`src/rtl/sonar_ping_sequencer.sv`:
```
// sonar_ping_sequencer
// Sequences one sonar ping: transmit burst (TX), receiver blanking (BLANK),
// then an echo listen window (LISTEN), reporting time-of-flight and an IRQ.
// Ports:
//   clk, rst          system clock, synchronous active-high reset
//   start, abort      begin a ping (IDLE only) / return to IDLE immediately
//   half_period       tx half-period in clk cycles (0 behaves as 1)
//   n_pulses          tx burst length in full periods (0 = no burst)
//   blank_len         blanking cycles after the burst
//   listen_len        listen window cycles (0 = immediate timeout)
//   echo_in           threshold comparator output
//   irq_ack           clears done/irq
//   tx_out, ce_out    transmitter drive / receive datapath clock enable
//   busy, done, irq   status; irq mirrors done
//   echo_valid, tof   echo seen flag and time-of-flight (all-ones on timeout)
//   state_o           IDLE=0, TX=1, BLANK=2, LISTEN=3
module sonar_ping_sequencer #(
    parameter int CNT_W   = 32,
    parameter int PULSE_W = 8,
    parameter int HP_W    = 16
) (
    input  logic               clk,
    input  logic               rst,
    input  logic               start,
    input  logic               abort,
    input  logic [HP_W-1:0]    half_period,
    input  logic [PULSE_W-1:0] n_pulses,
    input  logic [CNT_W-1:0]   blank_len,
    input  logic [CNT_W-1:0]   listen_len,
    input  logic               echo_in,
    input  logic               irq_ack,
    output logic               tx_out,
    output logic               ce_out,
    output logic               busy,
    output logic               done,
    output logic               irq,
    output logic               echo_valid,
    output logic [CNT_W-1:0]   tof,
    output logic [1:0]         state_o
);

    typedef enum logic [1:0] {
        IDLE   = 2'd0,
        TX     = 2'd1,
        BLANK  = 2'd2,
        LISTEN = 2'd3
    } state_t;

    localparam logic [CNT_W-1:0]   CNT_ZERO = {CNT_W{1'b0}};
    localparam logic [CNT_W-1:0]   CNT_ONE  = {{(CNT_W-1){1'b0}}, 1'b1};
    localparam logic [CNT_W-1:0]   CNT_MAX  = {CNT_W{1'b1}};
    localparam logic [HP_W-1:0]    HP_ZERO  = {HP_W{1'b0}};
    localparam logic [HP_W-1:0]    HP_ONE   = {{(HP_W-1){1'b0}}, 1'b1};
    localparam logic [PULSE_W-1:0] NP_ZERO  = {PULSE_W{1'b0}};
    localparam logic [PULSE_W:0]   HALF_ZERO = {(PULSE_W+1){1'b0}};
    localparam logic [PULSE_W:0]   HALF_ONE  = {{PULSE_W{1'b0}}, 1'b1};

    state_t               state_r, state_s;
    logic [CNT_W-1:0]     cnt_r, cnt_s;
    logic [CNT_W-1:0]     len_cnt_r, len_cnt_s;
    logic [HP_W-1:0]      hp_cnt_r, hp_cnt_s;
    logic [PULSE_W:0]     half_cnt_r, half_cnt_s;
    logic [HP_W-1:0]      hp_cfg_r, hp_cfg_s;
    logic [PULSE_W-1:0]   np_cfg_r, np_cfg_s;
    logic [CNT_W-1:0]     blank_cfg_r, blank_cfg_s;
    logic [CNT_W-1:0]     listen_cfg_r, listen_cfg_s;
    logic                 tx_r, tx_s;
    logic                 ce_r, ce_s;
    logic                 done_r, done_s;
    logic                 ev_r, ev_s;
    logic [CNT_W-1:0]     tof_r, tof_s;
    logic                 echo_q_r;
    logic                 rise_s;
    logic [HP_W-1:0]      hp_last_s;
    logic [PULSE_W:0]     half_last_s;

    // Next-state, counters and output-register values for the ping sequence.
    always_comb begin
        state_s      = state_r;
        cnt_s        = cnt_r;
        len_cnt_s    = len_cnt_r;
        hp_cnt_s     = hp_cnt_r;
        half_cnt_s   = half_cnt_r;
        hp_cfg_s     = hp_cfg_r;
        np_cfg_s     = np_cfg_r;
        blank_cfg_s  = blank_cfg_r;
        listen_cfg_s = listen_cfg_r;
        tx_s         = tx_r;
        ev_s         = ev_r;
        tof_s        = tof_r;
        // echo_q follows echo_in in every state, so a level already high on
        // LISTEN entry is not mistaken for a rising edge.
        rise_s       = echo_in & ~echo_q_r;
        hp_last_s    = (hp_cfg_r == HP_ZERO) ? HP_ZERO : (hp_cfg_r - HP_ONE);
        half_last_s  = {np_cfg_r, 1'b0} - HALF_ONE;

        if (irq_ack) begin
            done_s = 1'b0;
        end else begin
            done_s = done_r;
        end

        if (state_r != IDLE) begin
            cnt_s = (cnt_r == CNT_MAX) ? cnt_r : (cnt_r + CNT_ONE);
        end else begin
            cnt_s = cnt_r;
        end

        case (state_r)
            IDLE: begin
                if (start) begin
                    hp_cfg_s     = half_period;
                    np_cfg_s     = n_pulses;
                    blank_cfg_s  = blank_len;
                    listen_cfg_s = listen_len;
                    done_s       = 1'b0;
                    ev_s         = 1'b0;
                    cnt_s        = CNT_ZERO;
                    len_cnt_s    = CNT_ZERO;
                    hp_cnt_s     = HP_ZERO;
                    half_cnt_s   = HALF_ZERO;
                    if (n_pulses == NP_ZERO) begin
                        tx_s    = 1'b0;
                        state_s = (blank_len == CNT_ZERO) ? LISTEN : BLANK;
                    end else begin
                        tx_s    = 1'b1;
                        state_s = TX;
                    end
                end else begin
                    state_s = IDLE;
                end
            end
            TX: begin
                if (hp_cnt_r == hp_last_s) begin
                    hp_cnt_s   = HP_ZERO;
                    half_cnt_s = half_cnt_r + HALF_ONE;
                    if (half_cnt_r == half_last_s) begin
                        tx_s      = 1'b0;
                        len_cnt_s = CNT_ZERO;
                        state_s   = (blank_cfg_r == CNT_ZERO) ? LISTEN : BLANK;
                    end else begin
                        tx_s = ~tx_r;
                    end
                end else begin
                    hp_cnt_s = hp_cnt_r + HP_ONE;
                end
            end
            BLANK: begin
                if (len_cnt_r == (blank_cfg_r - CNT_ONE)) begin
                    len_cnt_s = CNT_ZERO;
                    state_s   = LISTEN;
                end else begin
                    len_cnt_s = len_cnt_r + CNT_ONE;
                end
            end
            LISTEN: begin
                if (listen_cfg_r == CNT_ZERO) begin
                    tof_s   = CNT_MAX;
                    ev_s    = 1'b0;
                    done_s  = 1'b1;
                    state_s = IDLE;
                end else if (rise_s) begin
                    // An edge on the final window cycle still counts as an echo.
                    tof_s   = cnt_r;
                    ev_s    = 1'b1;
                    done_s  = 1'b1;
                    state_s = IDLE;
                end else if (len_cnt_r == (listen_cfg_r - CNT_ONE)) begin
                    tof_s   = CNT_MAX;
                    ev_s    = 1'b0;
                    done_s  = 1'b1;
                    state_s = IDLE;
                end else begin
                    len_cnt_s = len_cnt_r + CNT_ONE;
                end
            end
            default: begin
                state_s = IDLE;
                tx_s    = 1'b0;
            end
        endcase

        // Abort overrides everything, including a same-cycle start or completion.
        if (abort) begin
            state_s      = IDLE;
            tx_s         = 1'b0;
            done_s       = irq_ack ? 1'b0 : done_r;
            ev_s         = ev_r;
            tof_s        = tof_r;
            hp_cfg_s     = hp_cfg_r;
            np_cfg_s     = np_cfg_r;
            blank_cfg_s  = blank_cfg_r;
            listen_cfg_s = listen_cfg_r;
        end else begin
            state_s = state_s;
        end

        ce_s = (state_s == BLANK) || (state_s == LISTEN);
    end

    // State, counters, latched configuration and registered outputs.
    always_ff @(posedge clk) begin
        if (rst) begin
            state_r      <= IDLE;
            cnt_r        <= CNT_ZERO;
            len_cnt_r    <= CNT_ZERO;
            hp_cnt_r     <= HP_ZERO;
            half_cnt_r   <= HALF_ZERO;
            hp_cfg_r     <= HP_ZERO;
            np_cfg_r     <= NP_ZERO;
            blank_cfg_r  <= CNT_ZERO;
            listen_cfg_r <= CNT_ZERO;
            tx_r         <= 1'b0;
            ce_r         <= 1'b0;
            done_r       <= 1'b0;
            ev_r         <= 1'b0;
            tof_r        <= CNT_ZERO;
            echo_q_r     <= 1'b0;
        end else begin
            state_r      <= state_s;
            cnt_r        <= cnt_s;
            len_cnt_r    <= len_cnt_s;
            hp_cnt_r     <= hp_cnt_s;
            half_cnt_r   <= half_cnt_s;
            hp_cfg_r     <= hp_cfg_s;
            np_cfg_r     <= np_cfg_s;
            blank_cfg_r  <= blank_cfg_s;
            listen_cfg_r <= listen_cfg_s;
            tx_r         <= tx_s;
            ce_r         <= ce_s;
            done_r       <= done_s;
            ev_r         <= ev_s;
            tof_r        <= tof_s;
            echo_q_r     <= echo_in;
        end
    end

    assign tx_out     = tx_r;
    assign ce_out     = ce_r;
    assign busy       = (state_r != IDLE);
    assign done       = done_r;
    assign irq        = done_r;
    assign echo_valid = ev_r;
    assign tof        = tof_r;
    assign state_o    = state_r;

endmodule

```
`config.mk`:
```
export PLATFORM = sky130hd
export DESIGN_NAME = sonar_ping_sequencer
export DESIGN_NICKNAME = d
export VERILOG_FILES = /design/src/rtl/sonar_ping_sequencer.sv
export SDC_FILE = /design/constraint.sdc
export NUM_CORES = 1
export LEC_CHECK = 0
export CAP_MARGIN = 20
export CORE_UTILIZATION = 52
export DETAILED_ROUTE_END_ITERATION = 7
export PLACE_DENSITY_LB_ADDON = 0.12
export SLEW_MARGIN = 20
export SYNTH_ARGS = -nofsm -noshare
export SYNTH_HDL_FRONTEND = slang
export SYNTH_SLANG_ARGS = --single-unit
```
`constraint.sdc`:
```
create_clock -name clk -period 4.01 [get_ports clk]
set_clock_uncertainty 0.2 [all_clocks]
set_input_delay 1.0025 -clock clk [delete_from_list [all_inputs] [get_ports clk]]
set_output_delay 1.0025 -clock clk [all_outputs]
set_load 0.01 [all_outputs]
```
==> results.py, run 1 <==
metrics = {
    "detailed_routing": {
        "drt-wirelength-per-cell_um": 16.7,
        "routed.top_layer": "met4",
        "met1_length_um": 16500,
        "drt_wl_total_um": 34900,
        "drt-pass1-iter-count": 5,
        "drc_errors": 0,
        "viasPerCell": 6.01,
        "wl_met3_um": 2090,
        "num_vias": 12500,
        "drtAntennaViolNets": 0,
        "drtIter0Drc": 815,
        "wl_met2_um": 15600,
    },
    "clock_network": {
        "h-tree-depth": 1,
        "cts_tree": "yes",
        "cts_buffers": 25,
        "postCtsHoldBufs": 0,
        "cts_num_sinks": 216,
        "clockBufferDepth": 3,
        "clk_root_buffer_cell": "clkbuf_16",
        "clk_latency_ps": 540,
        "cts.clk_slew.worst_paths_ps": 60,
    },
    "timing": {
        "finalHoldViolCount": 0,
        "max_freq_ghz": 0.258,
        "setup_ws_ps": 136,
        "drv_slew": 0,
        "maxSlewHeadroom_pct": 50.9,
        "setup_viol": 0,
        "finalCritPeriodShare_pct": 96.6,
        "period_needed_ps": 3870,
        "worst_pin_slew_ps": 731,
    },
    "min_path": {
        "hold_path_depth": 2,
        "hold_class": "register to register",
        "holdPathEnd": "np_cfg_r[7]$_SDFFE_PP0P_",
        "hold_start": "np_cfg_r[7]$_SDFFE_PP0P_",
    },
    "critical_path": {
        "crit_fanout": 31,
        "reg2regPathDepth": 12,
        "crit_slowest_cell": "or4bb_1",
        "crit_type": "register to register",
        "r2r_end": "len_cnt_r[16]$_SDFFE_PP0P_",
        "crit_path_start": "hp_cfg_r[0]$_SDFFE_PP0P_",
        "crit_family": "simple AND/OR/NAND/NOR gates",
        "reg2reg_slack_ps": 140,
        "crit_chain": "inv_2 -> ha_2 -> or3b_4 -> o31ai_4 -> or4bb_1 -> a211oi_2 -> o22ai_2 -> nor4_4 -> o21ai_4 -> buf_12 -> or4_1 -> a21oi_2",
        "worstSetupEndpointType": "register",
        "rr_startpoint": "hp_cfg_r[0]$_SDFFE_PP0P_",
        "required_ps": 4290,
        "critPathBufInv": 2,
        "cpPeakStageDelay_ps": 530,
        "cp-start-kind": "register",
        "worstPathArrival_ps": 4150,
    },
    "pwr": {
        "seqPwrFrac_pct": 38.1,
        "power_density_mw_per_mm2": 383,
        "report.power.total_w": 0.00596,
        "power_frac_comb_pct": 17.9,
        "clkPwrFrac_pct": 44.1,
        "ir_drop_mv": 0.296,
        "p_int_w": 0.00430,
        "sw_frac_of_total_pct": 27.8,
        "power_leakage_nw": 5.44,
        "p_switching_w": 0.00166,
    },
    "yosys": {
        "synth_edf_count": 0,
        "yosysWarnings": 0,
        "synth-async-reset-ratio_pct": 0,
        "synth_cells": 1656,
        "synth_cell_type_count": 87,
        "avgSynthCellArea_sq_um": 7.71,
        "synth_seq_area_share_pct": 33.8,
        "ys_ff_latch": 216,
        "synth_area_sq_mm": 0.0128,
        "syn-num-nets": 1763,
        "ys.flop_type": "dfxtp_1",
    },
    "finish": {
        "diodes": 0,
        "final_util_pct": 65.6,
        "area_delta_synth_final_pct": 21.9,
        "finalInstanceArea_sq_mm": 0.0156,
        "fin_nets": 1857,
        "final_layout_size_suffix_gt1_share_pct": 8.37,
    },
    "placed_design": {
        "pre_cts_slack_ps": 32.9,
        "post-dp-hpwl_um": 24400,
        "place_area_sq_mm": 0.0145,
        "gp_congestion": 0.962,
        "io_buffer_count": 133,
    },
    "floorplanning": {
        "core_area_sq_mm": 0.0238,
        "start_util_pct": 53.8,
        "die_h_um": 159,
        "fp-row-count": 56,
        "pin_count": 134,
        "die-area_sq_mm": 0.0252,
        "die_x_um": 159,
    },
    "global_routing": {
        "grt_pass1_vias": 11200,
        "antenna_found_initial": 0,
        "gr-total-overflow": 0,
        "grt_max_degree": 88,
        "track_usage_pct": 26.7,
        "grt_pass1_wl_um": 57000,
    },
    "flow_run": {
        "drv_cap": 0,
    },
    "status": {
        "status": "completed",
    },
}
[synthesized netlist by cell type, types with 7 or more instances]
master | number | share of area, %
clkbuf_1 | 94 | 2.8
nand4_1 | 39 | 1.9
nand3_1 | 59 | 2.3
a31oi_1 | 8 | 0.39
nor4b_1 | 9 | 0.62
inv_1 | 26 | 0.76
o21a_1 | 7 | 0.41
or4_1 | 40 | 2.4
buf_2 | 11 | 0.43
nor3_1 | 76 | 3.0
nand4b_1 | 8 | 0.55
dfxtp_1 | 216 | 34
o21ai_0 | 37 | 1.4
xor2_1 | 75 | 5.1
xnor2_1 | 64 | 4.4
nor2b_1 | 11 | 0.54
and4_1 | 17 | 1.2
a211oi_1 | 12 | 0.71
ha_1 | 13 | 1.3
and3_1 | 25 | 1.2
o31ai_1 | 36 | 2.1
nor4_1 | 67 | 3.3
a21oi_1 | 183 | 7.2
or3_1 | 27 | 1.3
nor2_1 | 93 | 2.7
nand2_1 | 238 | 7.0
mux2i_1 | 9 | 0.71
nand2b_1 | 19 | 0.93
[power groups by stage]
| stage | registers (W) | clock network [W] | logic (W) |
|---|---|---|---|
| finish | 0.00227 | 0.00263 | 0.00106 |
| global route | 0.00228 | 0.00275 | 0.00116 |
| CTS | 0.00227 | 0.00265 | 0.00102 |
| detailed placement | 0.00231 | 0 | 0.00102 |
| global placement | 0.00231 | 0 | 0.00100 |
| floorplan | 0.00228 | 0 | 0.000698 |
[timing repair]
action	in CTS	in global routing
cloned	0	2
gates resized for setup	0	18
setup buffers	0	2
pin swaps	1	7
setup endpoints to repair	1	44
[placed cells by master, fill, tap and decap left out, types with 18 or more instances in the layout]
cell,count
nand2_1,238
dfxtp_1,216
a21oi_1,181
clkdlybuf4s50_1,132
nor2_1,92
nor3_1,76
xor2_1,75
nor4_1,67
xnor2_1,64
nand3_1,58
buf_4,49
nand4_1,39
or4_1,38
o21ai_0,37
o31ai_1,35
or3_1,27
clkbuf_16,27
inv_1,25
and3_1,25
nand2b_1,18
[kinds of logic (layout without fill, tap and decap cells)]
group / count (synthesis) / in the layout / synth area share (%)
and+or+nand+nor: 770 / 770 / 32.0
buffers and inverters: 148 / 261 / 4.83
muxes: 14 / 14 / 1.15
DFF: 216 / 216 / 33.8
adders and majority gates: 13 / 13 / 1.27
xor gates and xnor gates: 139 / 139 / 9.53
AOI/OAI and AO/OA: 356 / 356 / 17.3
[flip-flops by register name, indices dropped and copies added, names as in the netlist]
register	count
echo_q_r	1
blank_cfg_r	32
len_cnt_r	32
listen_cfg_r	32
ce_out	1
hp_cfg_r	16
tof	32
tx_out	1
done	1
cnt_r	32
echo_valid	1
state_o	2
half_cnt_r	9
hp_cnt_r	16
np_cfg_r	8
[layer usage]
layer / track usage [%] / vias to the layer above
met5: 0 / -
met4: 7.11 / 0
met3: 3.45 / 50
met2: 42.2 / 374
met1: 37.9 / 5887
li1: - / 6231
[through the flow]
step	instances	hold slack, ps	setup TNS [ps]
after floorplan	1656	248	0
final	2088	275	0
after global routing	2088	305	-19.3
after global placement	2038	260	0
after detailed placement	2038	273	0
after CTS	2084	282	0
[final cells by class]
class	count	area, sq um
flip-flops and latches	216	4320
multi-input cells	1292	7950
well taps	319	399
clock buffers	26	639
fillers	2080	8180
inverters	27	101
clock inverters	20	318
repair buffers	188	1840
[worst max-delay path by stage]
stage               cells past startpoint                          to  slack (ps)
floorplan                              13  len_cnt_r[30]$_SDFFE_PP0P_         270
global placement                       12   len_cnt_r[6]$_SDFFE_PP0P_         140
detailed placement                     12  len_cnt_r[17]$_SDFFE_PP0P_          30
CTS                                    13  len_cnt_r[16]$_SDFFE_PP0P_          80
global route                           13  len_cnt_r[18]$_SDFFE_PP0P_          -9
finish                                 12  len_cnt_r[16]$_SDFFE_PP0P_         140
[worst reg2reg max path, delay by kind of cell (launching register included)]
kind	cells	cell delay (ps)
compound gates	5	940
simple gates	4	1870
buf+inv	2	260
fa+ha+maj	1	180
flops	1	350
(Power assumes the default switching activity.)
==> run 2, diff against run 1 <==
- CAP_MARGIN: 20 -> 25
- HOLD_SLACK_MARGIN: unset -> 0.06
==> results of run 2 <==
Same layout as run 1: the final DEF is identical, and so are final timing and power.
